**src/rtl/ternary_pkg.sv**
```systemverilog
// Shared definitions for the ternary weight path.
//   TRITS_PER_BYTE : trits carried by one base-3 packed byte
//   MAX_PACKED     : largest legal packed byte value (3^5 - 1)
//   trit_e         : base-3 digit codes
//   weight_t       : {zero, sign} pair as consumed by the systolic array
//   trit_to_weight : digit -> {zero, sign}
//   pow3           : small constant power of three for the decoder chain
package ternary_pkg;

  localparam int         TRITS_PER_BYTE = 5;
  localparam logic [7:0] MAX_PACKED     = 8'd242;

  typedef enum logic [1:0] {
    TRIT_ZERO = 2'd0,  // weight  0
    TRIT_POS  = 2'd1,  // weight +1
    TRIT_NEG  = 2'd2   // weight -1
  } trit_e;

  typedef struct packed {
    logic zero;  // 1 = weight is 0
    logic sign;  // 1 = weight is -1 (0 whenever zero is set)
  } weight_t;

  localparam weight_t WEIGHT_ZERO = '{zero: 1'b1, sign: 1'b0};

  function automatic weight_t trit_to_weight(input trit_e t);
    weight_t w;
    case (t)
      TRIT_POS: w = '{zero: 1'b0, sign: 1'b0};
      TRIT_NEG: w = '{zero: 1'b0, sign: 1'b1};
      default:  w = WEIGHT_ZERO;
    endcase
    return w;
  endfunction

  function automatic logic [7:0] pow3(input int k);
    logic [7:0] p;
    p = 8'd1;
    for (int i = 0; i < k; i++) p = p * 8'd3;
    return p;
  endfunction

endpackage

```
**src/rtl/ternary_weight_unpacker_trit5_decoder.sv**
```systemverilog
// trit5_decoder: combinational base-3 unpack of one byte into five weights.
//   in_byte : packed value v = sum t_k*3^k, k = 0..4
//   zero    : bit k = 1 when trit k is 0
//   sign    : bit k = 1 when trit k is 2 (weight -1)
//   invalid : byte exceeds 242; all five trits are then reported as 0
// Digits are peeled from the most significant end with a compare/subtract
// chain against 2*3^k and 3^k, so no divider is needed.
module trit5_decoder
  import ternary_pkg::*;
(
  input  logic [7:0]                in_byte,
  output logic [TRITS_PER_BYTE-1:0] zero,
  output logic [TRITS_PER_BYTE-1:0] sign,
  output logic                      invalid
);

  always_comb begin : chain
    logic [7:0] rem;
    logic [7:0] p;
    trit_e      t;
    weight_t    w;
    // NOTE: every output of a combinational block gets a default first so
    // no path through the block leaves a value held, which would be a latch.
    zero    = '1;
    sign    = '0;
    invalid = (in_byte > MAX_PACKED);
    rem     = invalid ? 8'd0 : in_byte;
    for (int k = TRITS_PER_BYTE - 1; k >= 0; k--) begin
      p = pow3(k);
      if (rem >= (p << 1)) begin
        t   = TRIT_NEG;
        rem = rem - (p << 1);
      end else if (rem >= p) begin
        t   = TRIT_POS;
        rem = rem - p;
      end else begin
        t   = TRIT_ZERO;
      end
      w       = trit_to_weight(t);
      zero[k] = w.zero;
      sign[k] = w.sign;
    end
  end

endmodule

```
**src/rtl/ternary_weight_unpacker.sv**
```systemverilog
// ternary_weight_unpacker: byte stream of base-3 packed ternary weights in,
// LANES {zero, sign} weights per beat out, with a small trit FIFO absorbing
// the 5-in / LANES-out rate mismatch.
//   clk, reset  : clock, synchronous active-high reset
//   in_byte     : packed weights (5 trits, trit 0 oldest)
//   in_valid    : in_byte valid
//   in_ready    : byte taken on an edge with in_valid & in_ready
//   flush       : discard every buffered trit
//   out_zero    : per lane, 1 = weight 0 (lane 0 = oldest trit)
//   out_sign    : per lane, 1 = weight -1
//   out_valid   : at least LANES trits buffered
//   out_ready   : beat taken on an edge with out_valid & out_ready
//   err_invalid : sticky, a byte 243..255 was accepted
//   level       : trits currently buffered
module ternary_weight_unpacker
  import ternary_pkg::*;
#(
  parameter int LANES     = 4,
  parameter int BUF_TRITS = 12
) (
  input  logic                           clk,
  input  logic                           reset,
  input  logic [7:0]                     in_byte,
  input  logic                           in_valid,
  output logic                           in_ready,
  input  logic                           flush,
  output logic [LANES-1:0]               out_zero,
  output logic [LANES-1:0]               out_sign,
  output logic                           out_valid,
  input  logic                           out_ready,
  output logic                           err_invalid,
  output logic [$clog2(BUF_TRITS+1)-1:0] level
);

  localparam int LW = $clog2(BUF_TRITS + 1);

  // Level arithmetic is done one bit wider so level + 5 cannot wrap.
  typedef logic [LW:0] lvl_ext_t;
  localparam lvl_ext_t       LANES_X = lvl_ext_t'(LANES);
  localparam lvl_ext_t       TPB_X   = lvl_ext_t'(TRITS_PER_BYTE);
  localparam lvl_ext_t       BUF_X   = lvl_ext_t'(BUF_TRITS);
  localparam logic [LW-1:0]  LANES_N = LW'(LANES);

  if (BUF_TRITS < LANES + TRITS_PER_BYTE - 1) begin : g_bad_depth
    $error("ternary_weight_unpacker: BUF_TRITS must be >= LANES+4");
  end

  weight_t                   buf_q    [BUF_TRITS];
  weight_t                   buf_d    [BUF_TRITS];
  weight_t                   shifted  [BUF_TRITS];
  weight_t                   new_w    [TRITS_PER_BYTE];
  logic [LW-1:0]             level_q;
  logic [LW-1:0]             keep;
  lvl_ext_t                  level_sum;
  logic                      push;
  logic                      pop;
  logic [TRITS_PER_BYTE-1:0] dec_zero;
  logic [TRITS_PER_BYTE-1:0] dec_sign;
  logic                      dec_invalid;
  logic                      err_q;

  trit5_decoder u_dec (
    .in_byte (in_byte),
    .zero    (dec_zero),
    .sign    (dec_sign),
    .invalid (dec_invalid)
  );

  // Handshakes look only at registered state (plus flush), so there is no
  // combinational path from in_* to out_* and in_ready ignores out_ready.
  assign out_valid = ({1'b0, level_q} >= LANES_X);
  assign in_ready  = !flush && (({1'b0, level_q} + TPB_X) <= BUF_X);
  assign push      = in_valid && in_ready;
  assign pop       = out_valid && out_ready;

  assign level_sum = {1'b0, level_q} - (pop ? LANES_X : '0) + (push ? TPB_X : '0);
  // Trits that survive this edge; pop implies level_q >= LANES, no underflow.
  assign keep      = level_q - (pop ? LANES_N : '0);

  always_comb begin
    for (int j = 0; j < TRITS_PER_BYTE; j++) begin
      new_w[j] = '{zero: dec_zero[j], sign: dec_sign[j]};
    end
    for (int i = 0; i < BUF_TRITS; i++) begin
      // The modulo keeps the index in range for lanes that shift in from
      // beyond the end; those are replaced with zero weights anyway.
      shifted[i] = (i + LANES < BUF_TRITS) ? buf_q[(i + LANES) % BUF_TRITS] : WEIGHT_ZERO;
    end
    // Survivors compact to the head, the new byte lands right behind them,
    // and every slot past the new level reads as a zero weight.
    for (int i = 0; i < BUF_TRITS; i++) begin
      buf_d[i] = WEIGHT_ZERO;
      if (i < int'(keep)) begin
        buf_d[i] = pop ? shifted[i] : buf_q[i];
      end
      for (int j = 0; j < TRITS_PER_BYTE; j++) begin
        if (push && (i == int'(keep) + j)) buf_d[i] = new_w[j];
      end
    end
  end

  // NOTE: sequential state is assigned with <= so every register samples the
  // pre-edge values of its neighbours regardless of statement order.
  always_ff @(posedge clk) begin
    if (reset) begin
      level_q <= '0;
      err_q   <= 1'b0;
      // NOTE: the buffer is a register file, not a RAM, and is cleared here
      // because an empty head must read as zero weights.
      for (int i = 0; i < BUF_TRITS; i++) buf_q[i] <= WEIGHT_ZERO;
    end else if (flush) begin
      level_q <= '0;
      for (int i = 0; i < BUF_TRITS; i++) buf_q[i] <= WEIGHT_ZERO;
    end else begin
      assert (level_sum <= BUF_X);
      level_q <= level_sum[LW-1:0];
      for (int i = 0; i < BUF_TRITS; i++) buf_q[i] <= buf_d[i];
      if (push && dec_invalid) err_q <= 1'b1;
    end
  end

  always_comb begin
    for (int i = 0; i < LANES; i++) begin
      out_zero[i] = buf_q[i].zero;
      out_sign[i] = buf_q[i].sign;
    end
  end

  assign err_invalid = err_q;
  assign level       = level_q;

endmodule
```
**config.mk**
```make
export PLATFORM = sky130hd
export DESIGN_NAME = ternary_weight_unpacker
export DESIGN_NICKNAME = d
export VERILOG_FILES = /design/src/rtl/ternary_pkg.sv /design/src/rtl/ternary_weight_unpacker_trit5_decoder.sv /design/src/rtl/ternary_weight_unpacker.sv
export SDC_FILE = /design/constraint.sdc
export NUM_CORES = 1
export LEC_CHECK = 0
export BUFFER_PORTS_ARGS = -buffer_cell sky130_fd_sc_hd__buf_4
export CORE_MARGIN = 4
export CORE_UTILIZATION = 50
export DETAILED_ROUTE_END_ITERATION = 10
export PLACE_DENSITY = 0.79
export SLEW_MARGIN = 10
export SYNTH_ARGS = -nofsm -noshare
export SYNTH_HDL_FRONTEND = slang
export SYNTH_SLANG_ARGS = --single-unit
```
**constraint.sdc**
```tcl
create_clock -name clk -period 15 [get_ports clk]
set_clock_uncertainty 0.1 [all_clocks]
set_input_delay 0.75 -clock clk [delete_from_list [all_inputs] [get_ports clk]]
set_output_delay 0.75 -clock clk [all_outputs]
set_load 0.01 [all_outputs]
```
# Yosys cells after proc, flatten, opt, wreduce, memory -nomap -nowiden
# Memory sizes are Yosys's and may differ from the RTL's.
# Index checks and enable logic that the tools add are counted.
# W data, S select, Z words.
# op_classes
add_sub_neg,16
bitwise,25
muxes,143
n_reduce_logical,72
eq_ne,65
order_cmp,25
# ops
operator,n
$eq A4 B32 Y1 const A,16
$eq A5 B32 Y1 const A,12
$eq A3 B32 Y1 const A,8
$mux W2,113
$logic_not A32 Y1,5
$eq A2 B32 Y1 const A,4
$mux W8,9
$logic_and A1 B1 Y1,64
$eq A4 B4 Y1 const A,8
$or A1 B1 Y1,24
$eq A4 B5 Y1 const A,4
$pmux W2 S2,5
$ge A8 B2 Y1 const B,2
$ge A8 B5 Y1 const B,2
$lt A3 B4 Y1 const A,4
$lt A4 B4 Y1 const A,4
$sub A8 B5 Y8 const B,2
$mux W1,13
$add A4 B2 Y5 const B,2
$add A4 B3 Y5 const B,2
$eq A2 B1 Y1 const B,5
$eq A2 B2 Y1 const B,5
$mux W3,3
$eq A3 B4 Y1 const A,2
other kinds (25),28
# word_totals
mem_count,1
word_cells,349
ramBits,24
in_bits,13
out_inout_bits,15
regBits,5
# mem_list
memory,depth,width,rd,rd_clocked_by_memory_dff,wr,line_no,text
buf_q,12,2,12,0,12,ternary_weight_unpacker.sv:48,weight_t buf_q [BUF_TRITS];

# Depth between registers and ports, before layout
# depth
word_depth,25
depth_mapped,33
ltp_nobuf,31

# Hierarchy
# From an unflattened synthesis, not the netlist that was laid out.
# unflattened
cells_unflattened,670
area_unflattened_um2,5042.3
# by_module_without_submodules
module,instances,seq_area_each_um2,area_per_inst_um2,cells_per_inst
ternary_weight_unpacker,1,820.8,3014.1,377
trit5_decoder,1,0.0,2028.2,293

# Worst setup path before layout
# No wires, ideal clock.
# synth_timing
path_type,input-to-reg
start,in in_byte[1]
end,mem buf_q[0][14] (netlist bit) (data pin)
slack_ps,7363
path_buffers,3
setup_time_ps,272
t_required_ps,14628
arrival_ps,7265
cell_stages,30
path_cell_list,clkbuf_1 > a211oi_1 > o21ai_0 > ha_1 > or3b_1 > o22ai_1 > nor2_1 > nand2_1 > xnor2_1 > inv_1 > ha_1 > o21a_2 > nor3_4 > or2_1 > buf_4 > o221a_2 > clkbuf_1 > inv_1 > ha_1 > nor4_1 > a41oi_1 > o31ai_4 > mux2i_1 > a311oi_2 > ha_1 > and4b_1 > a211oi_2 > nand2_1 > nor3_4 > o22ai_1
# synth_lines
element,line_no,text
from (decl),ternary_weight_unpacker.sv:23,"input logic [7:0] in_byte,"
to (decl),ternary_weight_unpacker.sv:48,

==> out/qor.yml <==
maxCapViolCount: 0
drt_iter0_markers: 615
syn_to_final_growth_pct: 6.85
cts_root_buf: "clkbuf_8"
status: "completed"
grt_max_degree: 23
synth_seq_cells: 29
worstPathMaxFanout: 18
slowest_delay_ns: 0.86
nFillCells: 858
clockBufferDepth: 2
grt_pass1_wl_um: 25600
p_leak_uw: 0.00179
first_pass_iters: 6
dieArea_sq_mm: 0.0111
slew_violations: 0
ant_nets: 0
routedWlPerCell_um: 21.4
reg2reg_slack_ns: 9.92
postPlaceCellArea_sq_mm: 0.00494
nets: 663
synth_seq_area_share_pct: 17.4
multi_input_area_sq_mm: 0.00362
antenna_found_initial: 0
setup_tns_ns: 0
io_pins: 28
port-buffer-count: 27
reg2reg_from: "level[3]"
path_class: "primary input to flop"
hold_class: "flop to flop"
setup_viol: 0
synth_warnings: 0
synthCells: 625
max_freq_mhz: 112
grt_usage_pct: 28.5
numCtsBuffers: 5
cp_slowest_cell: "nand4bb_1"
hpwlAfterDp_um: 12200
fin_crit_sh_pct: 59.6
cts.sinks: 29
endpoint_kind: "flop"
crit_arrival_ns: 8.98
regArea_sq_um: 821
peakVddDrop_v: 0.000138
start_util_pct: 51.2
ys.flop_type: "edfxtp_1"
max_slew_margin_pct: 32.2
die_w_um: 105
hp-start: "err_invalid"
worst_pin_slew_ns: 1.01
synth_edf_count: 24
min_period_ns: 8.94
ys_types: 105
drcViolationCount: 0
hold_viol: 0
synth_area_per_cell_sq_um: 7.57
gp_congestion: 0.993
grt_pass1_vias: 4793
fin_area_sq_mm: 0.00505
startpoint: "in_byte[7]"
routed_wl_um: 16200
required_ns: 15.04
cts_max_level: 2
cp-start-kind: "primary input"
cts_setup_buffers: 0
clock_latency_ns: 0.30
fp.dieH_um: 105
cts_tree: "yes"
fp-row-count: 35
rsz0062_at_grt: "no"
cts_resized: 0
core-area_sq_mm: 0.00924
cellPowerDensity_mw_per_mm2: 136
synth_nets: 661
ctsHoldBuffers: 0
num_vias: 5351
final_common_cell: "nand2_1"
cts.clk_slew.worst_paths_ns: 0.07
layout_common_cells: "nand2_1, nor2_1, buf_4, a21oi_1, edfxtp_1"
routed_via_density: 7.07
synth_area_sq_mm: 0.00473
cpMostUsedCell: "nand2_1"
antenna_cells: 0
overflow: 0
synthArstFlopShare_pct: 0
layout-drive-gt1-share_pct: 14.5
[state kept, by name (all words and copies together) (netlist names)]
register and count:
err_invalid 1, buf_q 24, level 4
[cell families after synthesis]
family / after synthesis / share of synthesized area (%)
adders and majority gates: 24 / 6.48
AOI/OAI and AO/OA: 218 / 36.0
DFF: 29 / 17.4
muxes: 11 / 2.67
xor gates and xnor gates: 19 / 3.68
and+or+nand+nor: 263 / 27.8
buffers and inverters: 61 / 6.01
[cells in the mapped netlist (12+ instances only)]
master	number	area share [%]
a21oi_1	28	3.0
inv_1	22	1.7
nand3_1	19	2.0
nand2_1	75	6.0
nor2_1	74	5.9
a31oi_1	22	2.9
edfxtp_1	24	15
xnor2_1	16	3.0
clkbuf_1	20	1.6
nor3_1	20	2.1
o22ai_1	12	1.6
ha_1	22	5.8
o21ai_0	19	2.0
[worst paths after layout]
kind,endpoint,cells after the start
setup / recovery,buf_q[0][3],30
hold reg to reg,err_invalid,2
setup reg to reg,buf_q[0][11],14
hold / removal,err_invalid,2
[worst max-delay path: cells and delay by family]
kind / cells / cell delay (ns)
compound gates: 9 / 2.48
xor+xnor: 2 / 0.58
fa+ha+maj: 3 / 0.70
buf+inv: 3 / 0.44
simple gates: 13 / 3.99
[metrics by stage]
step                      hold WS, ns  util, %  worst slack (ns)  instances  power (uW)
after global routing            0.451     54.7              5.37        757         731
after CTS                       0.387     54.7              6.33        757         673
after floorplan                 0.405        -              7.36        625         477
after detailed placement        0.368     53.4              6.06        749         582
final                           0.378     54.7              6.06        757         688
after global placement          0.352     53.4              6.26        749         577
[metal layers]
layer	share of wire, %	GRT usage [%]
met5	0	0
met4	4.0	9.56
met3	11	5.51
met2	42	43.0
met1	42	40.6
[final cells by class]
type / instances / area share, %
Multi-Input combinational cell: 535 / 71.7
Sequential cell: 29 / 16.2
Timing Repair Buffer: 32 / 4.75
Tap cell: 129 / 3.19
Inverter: 24 / 1.78
Clock buffer: 7 / 1.71
Clock inverter: 1 / 0.594
[where the power goes]
group	switching, uW	leakage (uW)	total, uW	internal (uW)
clock network	35.4	0.0000585	89.6	54.2
registers	6.41	0.000281	102	95.7
logic	328	0.00145	496	168
Power figures use the tool's default switching activity.
